File: config.mk
export PLATFORM = sky130hd
export DESIGN_NAME = spi_apb_sequencer
export DESIGN_NICKNAME = d
export VERILOG_FILES = /design/src/rtl/spi_regs_pkg.sv /design/src/rtl/apb_master_port.sv /design/src/rtl/spi_apb_sequencer.sv
export SDC_FILE = /design/constraint.sdc
export NUM_CORES = 1
export LEC_CHECK = 0
export CAP_MARGIN = 20
export CORE_ASPECT_RATIO = 1.2
export CORE_MARGIN = 2
export CORE_UTILIZATION = 54
export CTS_CLUSTER_DIAMETER = 30
export DETAILED_ROUTE_END_ITERATION = 8
export PLACE_DENSITY = 0.9
export SYNTH_ARGS = -nofsm -noshare
export SYNTH_HDL_FRONTEND = slang
export SYNTH_HIERARCHICAL = 1
export SYNTH_SLANG_ARGS = --single-unit
export TNS_END_PERCENT = 5
File: constraint.sdc
create_clock -name Pclk -period 5.9 [get_ports Pclk]
set_input_delay 0.885 -clock Pclk [delete_from_list [all_inputs] [get_ports Pclk]]
set_output_delay 0.885 -clock Pclk [all_outputs]
set_load 0.05 [all_outputs]
File: src/rtl/spi_regs_pkg.sv
// Shared definitions for the SPI-over-APB sequencer: the SPI core register map,
// the status bit position and the state encodings used by the sequencer and its APB port.
package spi_regs_pkg;

  localparam logic [2:0] REG_CR1 = 3'd0;
  localparam logic [2:0] REG_CR2 = 3'd1;
  localparam logic [2:0] REG_BR  = 3'd2;
  localparam logic [2:0] REG_SR  = 3'd3;
  localparam logic [2:0] REG_DR  = 3'd5;

  localparam int SR_SPIF_BIT = 7;

  typedef enum logic [3:0] {
    S_IDLE,
    S_CR1,
    S_CR2,
    S_BR,
    S_WR_DR,
    S_WAIT,
    S_RD_SR,
    S_RD_DR,
    S_RX_OUT
  } seq_state_t;

  typedef enum logic [1:0] {
    A_IDLE,
    A_SETUP,
    A_ACCESS
  } apb_state_t;

endpackage

File: src/rtl/apb_master_port.sv
// Single-transfer APB master: a req pulse in A_IDLE launches SETUP then ACCESS,
// and done pulses for one cycle after the slave answers, with read data and error captured.
module apb_master_port
  import spi_regs_pkg::*;
(
  input  logic       Pclk,
  input  logic       Presetn,
  input  logic       req,
  input  logic       we,
  input  logic [2:0] addr,
  input  logic [7:0] wdata,
  output logic       done,
  output logic [7:0] rdata,
  output logic       slverr,
  output logic [2:0] PADDR,
  output logic       PWRITE,
  output logic       PSEL,
  output logic       PENABLE,
  output logic [7:0] PWDATA,
  input  logic [7:0] PRDATA,
  input  logic       PREADY,
  input  logic       PSLVERR
);

  apb_state_t state;

  // Requests are only honoured in A_IDLE; the cycle carrying done always has PSEL low,
  // which guarantees the idle cycle between consecutive transfers.
  always_ff @(posedge Pclk or negedge Presetn) begin
    if (!Presetn) begin
      state   <= A_IDLE;
      done    <= 1'b0;
      rdata   <= 8'h00;
      slverr  <= 1'b0;
      PADDR   <= 3'd0;
      PWRITE  <= 1'b0;
      PSEL    <= 1'b0;
      PENABLE <= 1'b0;
      PWDATA  <= 8'h00;
    end else begin
      done <= 1'b0;
      unique case (state)
        A_IDLE: begin
          if (req) begin
            PSEL   <= 1'b1;
            PADDR  <= addr;
            PWRITE <= we;
            PWDATA <= wdata;
            state  <= A_SETUP;
          end
        end
        A_SETUP: begin
          PENABLE <= 1'b1;
          state   <= A_ACCESS;
        end
        A_ACCESS: begin
          if (PREADY) begin
            PSEL    <= 1'b0;
            PENABLE <= 1'b0;
            done    <= 1'b1;
            rdata   <= PRDATA;
            slverr  <= PSLVERR;
            state   <= A_IDLE;
          end
        end
        default: state <= A_IDLE;
      endcase
    end
  end

endmodule

File: src/rtl/spi_apb_sequencer.sv
// Streams bytes through the SPI master core over APB: programs CR1/CR2/BR on request,
// then per byte writes DR, waits for SPIF (irq or SR polling), reads DR and presents it.
module spi_apb_sequencer
  import spi_regs_pkg::*;
#(
  parameter logic [2:0] ADDR_CR1 = REG_CR1,
  parameter logic [2:0] ADDR_CR2 = REG_CR2,
  parameter logic [2:0] ADDR_BR  = REG_BR,
  parameter logic [2:0] ADDR_SR  = REG_SR,
  parameter logic [2:0] ADDR_DR  = REG_DR,
  parameter int         SPIF_BIT = SR_SPIF_BIT,
  parameter bit         USE_IRQ  = 1'b1,
  parameter int         POLL_GAP = 4
) (
  input  logic       Pclk,
  input  logic       Presetn,
  input  logic [7:0] cfg_cr1,
  input  logic [7:0] cfg_cr2,
  input  logic [7:0] cfg_br,
  input  logic       cfg_load,
  output logic       cfg_done,
  input  logic       tx_valid,
  input  logic [7:0] tx_data,
  output logic       tx_ready,
  output logic       rx_valid,
  output logic [7:0] rx_data,
  input  logic       rx_ready,
  output logic       busy,
  output logic       err,
  input  logic       err_clr,
  output logic [2:0] PADDR,
  output logic       PWRITE,
  output logic       PSEL,
  output logic       PENABLE,
  output logic [7:0] PWDATA,
  input  logic [7:0] PRDATA,
  input  logic       PREADY,
  input  logic       PSLVERR,
  input  logic       spi_irq
);

  localparam logic [7:0] GAP      = 8'(POLL_GAP);
  localparam logic [2:0] SPIF_IDX = 3'(SPIF_BIT);

  seq_state_t state;
  logic [7:0] cr1_q, cr2_q, br_q, cr1_now, poll_cnt;
  logic       cfg_pending, cfg_req, xfer_ok, poll_fire;
  logic       start, start_we, done, slverr;
  logic [2:0] start_addr;
  logic [7:0] start_wdata, rdata;

  assign cfg_req   = cfg_pending | cfg_load;
  assign cr1_now   = cfg_load ? cfg_cr1 : cr1_q;
  assign xfer_ok   = done & ~slverr;
  assign poll_fire = (state == S_WAIT) && (USE_IRQ ? spi_irq : (poll_cnt >= GAP));
  assign tx_ready  = (state == S_IDLE) && cfg_done && !cfg_req;
  assign busy      = (state != S_IDLE);

  // Launch the next APB transfer on the same edge the FSM moves, so a byte accepted in
  // S_IDLE shows PSEL on the very next cycle and a completed transfer chains without delay.
  always_comb begin
    start       = 1'b0;
    start_we    = 1'b1;
    start_addr  = ADDR_CR1;
    start_wdata = cr1_now;
    unique case (state)
      S_IDLE: begin
        if (cfg_req) begin
          start = 1'b1;
        end else if (tx_valid && tx_ready) begin
          start       = 1'b1;
          start_addr  = ADDR_DR;
          start_wdata = tx_data;
        end
      end
      S_CR1, S_CR2, S_BR: begin
        if (xfer_ok) begin
          if (cfg_req) begin
            start = 1'b1;
          end else if (state == S_CR1) begin
            start       = 1'b1;
            start_addr  = ADDR_CR2;
            start_wdata = cr2_q;
          end else if (state == S_CR2) begin
            start       = 1'b1;
            start_addr  = ADDR_BR;
            start_wdata = br_q;
          end
        end
      end
      S_WAIT: begin
        if (poll_fire) begin
          start       = 1'b1;
          start_we    = 1'b0;
          start_addr  = ADDR_SR;
          start_wdata = 8'h00;
        end
      end
      S_RD_SR: begin
        if (xfer_ok && rdata[SPIF_IDX]) begin
          start       = 1'b1;
          start_we    = 1'b0;
          start_addr  = ADDR_DR;
          start_wdata = 8'h00;
        end
      end
      default: ;
    endcase
  end

  // A slave error on any transfer abandons the sequence; a config load arriving
  // mid-programming restarts at CR1 once the current write finishes.
  always_ff @(posedge Pclk or negedge Presetn) begin
    if (!Presetn) begin
      state       <= S_IDLE;
      cr1_q       <= 8'h00;
      cr2_q       <= 8'h00;
      br_q        <= 8'h00;
      cfg_pending <= 1'b0;
      cfg_done    <= 1'b0;
      poll_cnt    <= 8'h00;
      rx_valid    <= 1'b0;
      rx_data     <= 8'h00;
      err         <= 1'b0;
    end else begin
      if (cfg_load) begin
        cr1_q       <= cfg_cr1;
        cr2_q       <= cfg_cr2;
        br_q        <= cfg_br;
        cfg_pending <= 1'b1;
      end
      err <= (err & ~err_clr) | (done & slverr);
      if (done && slverr) begin
        state <= S_IDLE;
      end else begin
        unique case (state)
          S_IDLE: begin
            if (cfg_req) begin
              state       <= S_CR1;
              cfg_done    <= 1'b0;
              cfg_pending <= 1'b0;
            end else if (tx_valid && tx_ready) begin
              state <= S_WR_DR;
            end
          end
          S_CR1, S_CR2, S_BR: begin
            if (done) begin
              if (cfg_req) begin
                state       <= S_CR1;
                cfg_pending <= 1'b0;
              end else if (state == S_CR1) begin
                state <= S_CR2;
              end else if (state == S_CR2) begin
                state <= S_BR;
              end else begin
                state    <= S_IDLE;
                cfg_done <= 1'b1;
              end
            end
          end
          S_WR_DR: begin
            if (done) begin
              state    <= S_WAIT;
              poll_cnt <= 8'h00;
            end
          end
          S_WAIT: begin
            if (poll_fire) begin
              state <= S_RD_SR;
            end else if (poll_cnt < GAP) begin
              poll_cnt <= poll_cnt + 8'd1;
            end
          end
          S_RD_SR: begin
            if (done) begin
              if (rdata[SPIF_IDX]) begin
                state <= S_RD_DR;
              end else begin
                state    <= S_WAIT;
                poll_cnt <= 8'h00;
              end
            end
          end
          S_RD_DR: begin
            if (done) begin
              rx_data  <= rdata;
              rx_valid <= 1'b1;
              state    <= S_RX_OUT;
            end
          end
          S_RX_OUT: begin
            if (rx_ready) begin
              rx_valid <= 1'b0;
              state    <= S_IDLE;
            end
          end
          default: state <= S_IDLE;
        endcase
      end
    end
  end

  apb_master_port u_apb (
    .Pclk    (Pclk),
    .Presetn (Presetn),
    .req     (start),
    .we      (start_we),
    .addr    (start_addr),
    .wdata   (start_wdata),
    .done    (done),
    .rdata   (rdata),
    .slverr  (slverr),
    .PADDR   (PADDR),
    .PWRITE  (PWRITE),
    .PSEL    (PSEL),
    .PENABLE (PENABLE),
    .PWDATA  (PWDATA),
    .PRDATA  (PRDATA),
    .PREADY  (PREADY),
    .PSLVERR (PSLVERR)
  );

endmodule

Word level (Yosys, flattened, before mapping) --
Index checks and enable logic that the tools add are counted.
Operators by class: equality and inequality tests 26, mux-type cells 68, bitwise operators 8, reduce and logical (&&, ||, !) cells 24
Operator list (number):
- $mux W8 | 9
- $mux W4 | 9
- $pmux W8 S4 | 1
- $pmux W4 S7 | 1
- $mux W1 | 25
- $mux W2 | 11
- $eq A4 B3 Y1 const B | 4
- $ne A3 B2 Y1 const B | 5
- $ne A2 B2 Y1 const B | 7
- $reduce_and A7 Y1 | 2
- $pmux W1 S2 | 6
- $pmux W3 S4 | 1
- $mux W3 | 3
- $eq A4 B2 Y1 const B | 2
- $reduce_and A2 Y1 | 4
- $reduce_bool A2 Y1 | 4
- $logic_and A1 B1 Y1 | 6
- $pmux W2 S3 | 1
- $reduce_and A3 Y1 | 2
- $eq A4 B1 Y1 const B | 1
- $eq A4 B4 Y1 const B | 1
- $logic_not A4 Y1 | 1
- $ne A2 B1 Y1 const B | 2
- $ne A4 B2 Y1 const B | 1
- other kinds (12) | 17
Word-level totals: flip-flop bits (word level) 66, input bits 49, output and inout bits 27, word-level logic and storage cells 144

Longest topological paths before layout --
Gate-level depths: netlist of run 1.
word-level depth 9, depth in mapped cells 9, gate-level depth less buffers 6

By module --
The synthesis of run 1 kept the hierarchy.
By module, submodules not included:
- spi_apb_sequencer | instances 1, cells an instance 216, area each 2290.9 sq um, seq. area each 1001.0 sq um
- apb_master_port | instances 1, cells an instance 62, area each 980.9 sq um, seq. area each 650.6 sq um

Worst setup path after synthesis of run 1 --
Ideal clock, no wire load.
path type input to register, start point input port cfg_load, end point register u_apb.PADDR[0], setup time 0.125 ns, arrival time 2.710 ns, data required time 5.775 ns, setup slack 3.066 ns, stages on the path 8, path buffers 2, cells stage by stage buf_6 nor4_4 nand4_1 and3_1 o21ai_1 nor3b_4 buf_6 mux2_2
On the way: word-level cells in the longest chain between the ends 8, elaborated cells on any way between the ends 15, those cells by class mux (10); bitwise (1); reduce/logical (4)
Ends and longest elaborated chain:
- from (decl) | RTL line spi_apb_sequencer.sv:20 | input logic cfg_load,
- $or A1 B1 Y1 (*) | RTL line spi_apb_sequencer.sv:52 | assign cfg_req = cfg_pending | cfg_load;
- $logic_not A1 Y1 | RTL line spi_apb_sequencer.sv:56 | assign tx_ready = (state == S_IDLE) && cfg_done && !cfg_req;
- $logic_and A1 B1 Y1 | RTL line spi_apb_sequencer.sv:56
- $logic_and A1 B1 Y1 | RTL line spi_apb_sequencer.sv:70 | end else if (tx_valid && tx_ready) begin
- $mux W1 | RTL line spi_apb_sequencer.sv:70
- $mux W1 | RTL line spi_apb_sequencer.sv:68 | if (cfg_req) begin
- $pmux W1 S4 (*) | RTL line spi_apb_sequencer.sv:66 | unique case (state)
- named net start | RTL line spi_apb_sequencer.sv:48 | logic start, start_we, done, slverr;
- $reduce_and A2 Y1 (no line) (*)
- to (signal assigned) | RTL line apb_master_port.sv:46 | PADDR <= addr;
- to (decl) | RTL line apb_master_port.sv:15 | output logic [2:0] PADDR,
Mark *: on every way through the listed nets, which the timed path passes. The rest lies on a longest branch. A chain may end at the register's enable or synchronous reset.

Worst setup path in the final report of run 1 --
start point input port cfg_load, end point output port tx_ready
On the way: word-level cells in the longest chain between the ends 3
Ends and longest elaborated chain:
- $or A1 B1 Y1 | RTL line spi_apb_sequencer.sv:52
- $logic_not A1 Y1 | RTL line spi_apb_sequencer.sv:56
- $logic_and A1 B1 Y1 | RTL line spi_apb_sequencer.sv:56
- to (decl) | RTL line spi_apb_sequencer.sv:24 | output logic tx_ready,
Every way passes these cells.

==> flow_metrics.env, run 1 <==
export IMPL_postCtsResizedCells=0
export IMPL_die_x_um=75.1
export IMPL_wl_um=7790
export IMPL_worstMarginPinSlew_ps=832
export IMPL_total_power_uw=2120
export IMPL_max_freq_ghz=0.264
export IMPL_path_cells="clkdlybuf4s50_1 > buf_4 > nor4_4 > and3_1 > clkdlybuf4s50_1"
export IMPL_crit_buf_inv=3
export IMPL_syn_mean_instance_area_um2=11.8
export IMPL_start_util_pct=55.1
export IMPL_cp_data_arrival_time_ps=2910
export IMPL_period_share_pct=64.3
export IMPL_maxCapViolations=0
export IMPL_drt_iter0_drc=240
export IMPL_yosys_area_share_simple_pct=10.5
export IMPL_cts_setup_buffers=0
export IMPL_synth_area_leaders="dfrtp_1 50%, mux2_2 18%, nand2_1 2.9%, a221o_1 2.4%, o21ai_0 2.1%"
export IMPL_setup_tns_ps=0
export IMPL_grt_ovfl_total=0
export IMPL_seq_power_share_pct=33.0
export IMPL_crit_slowest_cell="clkdlybuf4s50_1"
export IMPL_antenna_found_initial=0
export IMPL_synth_cell_types=46
export IMPL_vdd_ir_drop_max_mv=0.314
export IMPL_synthMuxAreaShare_pct=18.9
export IMPL_cts_clk_slew_worst_paths_ps=70
export IMPL_holdWs_ps=508
export IMPL_cp_end_kind="output pin"
export IMPL_synth_top_family_by_area="multiplexers"
export IMPL_die_h_um=89.3
export IMPL_regToRegStartpoint="state[3]$_DFFE_PN0P_"
export IMPL_track_usage_pct=25.1
export IMPL_grt_max_degree=67
export IMPL_pwr_share_comb_pct=46.4
export IMPL_syn_num_nets=327
export IMPL_cpLargestDelayFamily="buffers and inverters"
export IMPL_cp_max_fo=27
export IMPL_io_buffers=75
export IMPL_drt_vias_per_instance=5.86
export IMPL_cts_root_buf="clkbuf_8"
export IMPL_dp_cells=422
export IMPL_reg2reg_to="u_apb/PWDATA[4]$_DFFE_PN0P_"
export IMPL_seq_area_frac_synth_pct=50.5
export IMPL_internal_power_uw=1250
export IMPL_synth_fa_ha_area_share_pct=0
export IMPL_clock_skew_ps=10.8
export IMPL_synth_seq_cells=66
export IMPL_core_area_mm2=0.00593
export IMPL_syn2layout_area_growth_pct=30.4
export IMPL_routabilityCongestion=0.886
export IMPL_p_leak_uw=0.00178
export IMPL_synth_cells=278
export IMPL_drive_above_1_share_pct=23.0
export IMPL_reg2reg_slack_ps=2940
export IMPL_nNetsFinal=400
export IMPL_drc=0
export IMPL_synth_xor_area_share_pct=0.268
export IMPL_yosysTopAreaCell="dfrtp_1"
export IMPL_finalHoldViolCount=0
export IMPL_cts_buffer_depth=2
export IMPL_dieArea_mm2=0.00670
export IMPL_htree_levels=3
export IMPL_r2r_cells=5
export IMPL_clkSinkCount=66
export IMPL_required_ps=5020
export IMPL_ios=76
export IMPL_path_depth=5
export IMPL_grt_pass1_vias=2544
export IMPL_status="finished clean"
export IMPL_grt_first_pass_wirelength_um=12400
export IMPL_synth_edf_count=0
export IMPL_async_flop_share_pct=100
export IMPL_setup_viol=0
export IMPL_postCtsHoldBufs=0
export IMPL_antenna_cells=0
export IMPL_synth_top_area_share_pct=50.5
export IMPL_power_density_mw_per_mm2=496
export IMPL_cp_start_kind="input port"
export IMPL_insertion_delay_ps=350
export IMPL_firstDrtPassIters=4
export IMPL_crit_top_cell="clkdlybuf4s50_1"
export IMPL_synth_compound_area_share_pct=14.7
export IMPL_synthFlopType="dfrtp_1"
export IMPL_cts_buffers=9
export IMPL_hp_class="reg -> reg"
export IMPL_worst_setup_path_type="in -> out"
export IMPL_rsz0062_at_grt="no"
export IMPL_drv_slew=0
export IMPL_cts_tree="yes"
export IMPL_p_switching_uw=871
export IMPL_swShare_pct=41.1
export IMPL_max_slew_margin_pct=44.3
export IMPL_post_dp_hpwl_um=5300
export IMPL_syn_cell_area_mm2=0.00327
export IMPL_num_rows=31
export IMPL_cp_startpoint="cfg_load"
export IMPL_ant_nets=0
export IMPL_fin_crit_ps=3790
export IMPL_vias=2566
export IMPL_slowest_delay_ps=790
export IMPL_clock_power_share_pct=20.5
export IMPL_final_cells=438
export IMPL_ys_warn_count=6
export IMPL_wire_per_inst_um=17.8
export IMPL_critPathCapture="tx_ready"
==> metrics by stage <==
| stage | util, % | area [µm²] | setup slack [ps] |
|---|---|---|---|
| after global routing | 71.9 | 4270 | 2020 |
| after global placement | 68.1 | 4040 | 2120 |
| after floorplan | - | 3270 | 3070 |
| after detailed placement | 68.1 | 4040 | 2050 |
| after CTS | 71.9 | 4270 | 2080 |
| final | 71.9 | 4270 | 2110 |
==> metal layers <==
metal	share of wire, %	GRT usage (%)	wire [µm]	vias to the layer above
met2	52	41.1	4080	121
met1	38	31.4	2960	1247
met5	0	0	0	-
li1	-	-	-	1176
met4	3.0	11.7	232	0
met3	6.6	5.75	518	22
==> flip-flops by register name (all words and copies together), names as in the netlist, 2 cells and up <==
register	cells
u_apb/state	2
u_apb/PADDR	3
cr1_q	8
u_apb/rdata	8
br_q	8
u_apb/PWDATA	8
rx_data	8
state	4
cr2_q	8
==> worst register-to-register path, stage by stage, from the launching register on <==
cell and delay (ps):
dfrtp_1 590, nor2_1 740, o211ai_1 210, o21ai_1 270, nor3b_4 620, mux2_2 420
==> logic make-up (layout without fill, tap and decap cells) <==
kind of cell    count (synthesis)  count (layout)
compound gates                 67              67
flops                          66              66
simple gates                   56              56
mux                            55              55
buf+inv                        33             111
xor+xnor                        1               1
==> synthesized netlist by cell type, drive strengths merged (3+ instances only) <==
master / instances
a221o: 8
a21oi: 10
nand4: 3
mux2: 53
nand2: 25
o22ai: 10
buf: 16
o211ai: 8
nand3: 3
nor2: 8
nand4b: 3
o21ai: 15
dfrtp: 66
a32o: 3
inv: 16
==> cells in the final DEF (no fill, tap or decap), drive strengths merged, types with 2 or more instances in the layout <==
cell type,netlist,routed
o22ai,10,10
a21oi,10,10
mux2,53,53
o21ai,15,15
nand4b,3,3
o21a,2,2
nand4,3,3
clkdlybuf4s50,0,74
clkbuf,1,10
bufinv,0,2
o221ai,2,2
nor4,2,2
nand3,3,3
and3,2,2
dfrtp,66,66
inv,16,18
mux2i,2,2
nor3b,2,2
a221o,8,8
nand2,25,25
a32o,3,3
o211ai,8,8
nor2,8,8
clkinv,0,2
buf,16,5
and2,2,2
==> final cells by class <==
cell class	count	area, µm²
sequential	66	1650
clock buffer	10	138
multi-input combinational	179	1450
tap	82	103
inverter	16	60.1
timing repair buffer	79	776
clock inverter	6	87.6
fill	423	1670
==> worst min-delay path by stage <==
stage                                from                    endpoint  slack (ps)  cells past startpoint
5_1_grt               br_q[0]$_DFFE_PN0P_         br_q[0]$_DFFE_PN0P_         520                      1
4_1_cts        u_apb/rdata[6]$_DFFE_PN0P_  u_apb/rdata[6]$_DFFE_PN0P_         510                      1
6_report       u_apb/rdata[6]$_DFFE_PN0P_  u_apb/rdata[6]$_DFFE_PN0P_         510                      1
3_3_place_gp   u_apb/rdata[0]$_DFFE_PN0P_      rx_data[0]$_DFFE_PN0P_         480                      1
3_5_place_dp   u_apb/rdata[6]$_DFFE_PN0P_  u_apb/rdata[6]$_DFFE_PN0P_         490                      1
2_1_floorplan  u_apb/rdata[0]$_DFFE_PN0P_      rx_data[0]$_DFFE_PN0P_         470                      1
==> power by group through the flow <==
stage	Sequential, µW	Clock [µW]	Combinational, µW
detailed placement	704	0	973
global placement	695	0	949
global route	715	463	1040
floorplan	879	0	521
CTS	697	441	980
finish	700	435	983
Note: power is estimated with default switching activity, not from simulation.
==> inputs of run 2 (changes only) <==
Settings changed: CORE_UTILIZATION 54 to 50, PLACE_DENSITY 0.9 to 0.85.
Clock period 5.9 ns to 3.7 ns, I/O delays scaled along.
==> run 2 against run 1 <==
Critical path depth down 2. Critical path type is now reg -> out. Sequential share of layout area down 0.079 points. Clock skew down 2.3 ps. Utilization down 4.7 points. Flip-flop and latch count unchanged. Final area up 0.21%.
==> flow_metrics.env, run 2 (same netlist as run 1, synthesis figures left out) <==
export IMPL_status="finished clean"
export IMPL_die_h_um=92.6
export IMPL_final_cell_mix="73 x clkdlybuf4s50_1, 66 x dfrtp_1, 53 x mux2_2"
export IMPL_cts_buffers=9
export IMPL_cts_buffer_depth=2
export IMPL_dieArea_mm2=0.00721
export IMPL_cp_end_kind="output pin"
export IMPL_cp_data_arrival_time_ps=2490
export IMPL_setup_tns_ps=0
export IMPL_num_rows=32
export IMPL_postCtsResizedCells=0
export IMPL_die_x_um=77.8
export IMPL_clkSinkCount=66
export IMPL_max_freq_ghz=0.329
export IMPL_internal_power_uw=1940
export IMPL_grt_first_pass_wirelength_um=12200
export IMPL_wire_per_inst_um=17.0
export IMPL_cts_tree="yes"
export IMPL_routabilityCongestion=0.890
export IMPL_path_cells="nor2_1 > nand2_1 > clkdlybuf4s50_1"
export IMPL_drv_slew=0
export IMPL_clock_skew_ps=8.46
export IMPL_cp_start_kind="flop"
export IMPL_final_cells=443
export IMPL_nNetsFinal=402
export IMPL_drc=0
export IMPL_required_ps=3140
export IMPL_dp_cells=427
export IMPL_grt_ovfl_total=0
export IMPL_ios=76
export IMPL_seq_power_share_pct=34.0
export IMPL_vdd_ir_drop_max_mv=0.374
export IMPL_cts_clk_slew_worst_paths_ps=70
export IMPL_worstMarginPinSlew_ps=868
export IMPL_cts_setup_buffers=0
export IMPL_drt_iter0_drc=232
export IMPL_wl_um=7530
export IMPL_htree_levels=3
export IMPL_antenna_found_initial=0
export IMPL_cts_root_buf="clkbuf_8"
export IMPL_max_slew_margin_pct=42.1
export IMPL_setup_viol=0
export IMPL_final_common_cell="clkdlybuf4s50_1"
export IMPL_grt_pass1_vias=2529
export IMPL_maxCapViolations=0
export IMPL_worst_setup_path_type="reg -> out"
export IMPL_finish_utilization_pct=67.1
export IMPL_ant_nets=0
export IMPL_rsz0062_at_grt="no"
export IMPL_slowest_delay_ps=760
export IMPL_drt_vias_per_instance=5.63
export IMPL_antenna_cells=0
export IMPL_p_switching_uw=1360
export IMPL_start_util_pct=51.4
export IMPL_grt_max_degree=42
export IMPL_finalHoldViolCount=0
export IMPL_crit_slowest_cell="clkdlybuf4s50_1"
export IMPL_p_leak_uw=0.00178
export IMPL_drive_above_1_share_pct=23.5
export IMPL_pwr_share_comb_pct=47.4
export IMPL_hp_class="in -> async"
export IMPL_clock_power_share_pct=18.6
export IMPL_track_usage_pct=21.9
export IMPL_swShare_pct=41.1
export IMPL_post_dp_hpwl_um=5420
export IMPL_vias=2493
export IMPL_firstDrtPassIters=4
export IMPL_insertion_delay_ps=340
export IMPL_power_density_mw_per_mm2=772
export IMPL_period_share_pct=82.2
export IMPL_postCtsHoldBufs=0
export IMPL_holdWs_ps=333
export IMPL_syn2layout_area_growth_pct=30.6
export IMPL_cp_max_fo=12
export IMPL_io_buffers=75
export IMPL_core_area_mm2=0.00637
export IMPL_fill_cells=483
export IMPL_fin_crit_ps=3040
run 2: worst paths after layout:
path / from / to / slack, ps / depth (start not counted)
hold reg to reg: u_apb/rdata[3]$_DFFE_PN0P_ / rx_data[3]$_DFFE_PN0P_ / 500 / 1
max in group asynchronous: Presetn / cr1_q[7]$_DFF_PN0_ / 2660 / 2
setup reg to reg: state[1]$_DFFE_PN0P_ / u_apb/PWDATA[5]$_DFFE_PN0P_ / 840 / 7
hold / removal: Presetn / state[1]$_DFFE_PN0P_ / 330 / 1
min in group Pclk: u_apb/rdata[3]$_DFFE_PN0P_ / rx_data[3]$_DFFE_PN0P_ / 500 / 1
setup / recovery: state[1]$_DFFE_PN0P_ / busy / 660 / 3
run 2: cell type report:
class | count | area [µm²] | share of cell area (%)
well taps | 85 | 106 | 2.49
multi-input cells | 179 | 1450 | 33.9
clock buffers | 12 | 155 | 3.63
repair buffers | 81 | 801 | 18.7
inverters | 16 | 60.1 | 1.41
clock inverters | 4 | 50.0 | 1.17
flip-flops and latches | 66 | 1650 | 38.6
run 2: metrics by stage:
| stage | instance area [µm²] | worst slack [ps] | power (µW) |
|---|---|---|---|
| 6_report | 4270 | 657 | 3300 |
| 5_1_grt | 4270 | 566 | 3470 |
| 4_1_cts | 4270 | 661 | 3310 |
| 3_5_place_dp | 4070 | 457 | 2680 |
| 3_3_place_gp | 4070 | 501 | 2630 |
| 2_1_floorplan | 3270 | 1200 | 2230 |
run 2: power by group through the flow:
stage | registers (µW) | logic, µW | clock network [µW]
after floorplan | 1400 | 831 | 0
after global placement | 1120 | 1510 | 0
after detailed placement | 1130 | 1550 | 0
after CTS | 1120 | 1560 | 629
after global routing | 1150 | 1660 | 659
final | 1120 | 1560 | 613
run 2: worst max-delay path: cells and delay by family (launching register included):
family        cells  cell delay, ps
simple gates      2             890
buf+inv           1             760
flops             1             500
run 2: routing by layer:
| layer | up-vias | track usage, % | part of all wire (%) |
|---|---|---|---|
| li1 | 1174 | - | - |
| met1 | 1200 | 26.6 | 41 |
| met2 | 102 | 35.4 | 50 |
| met3 | 17 | 5.75 | 6.3 |
| met4 | 0 | 11.9 | 3.3 |
| met5 | - | 0 | 0 |
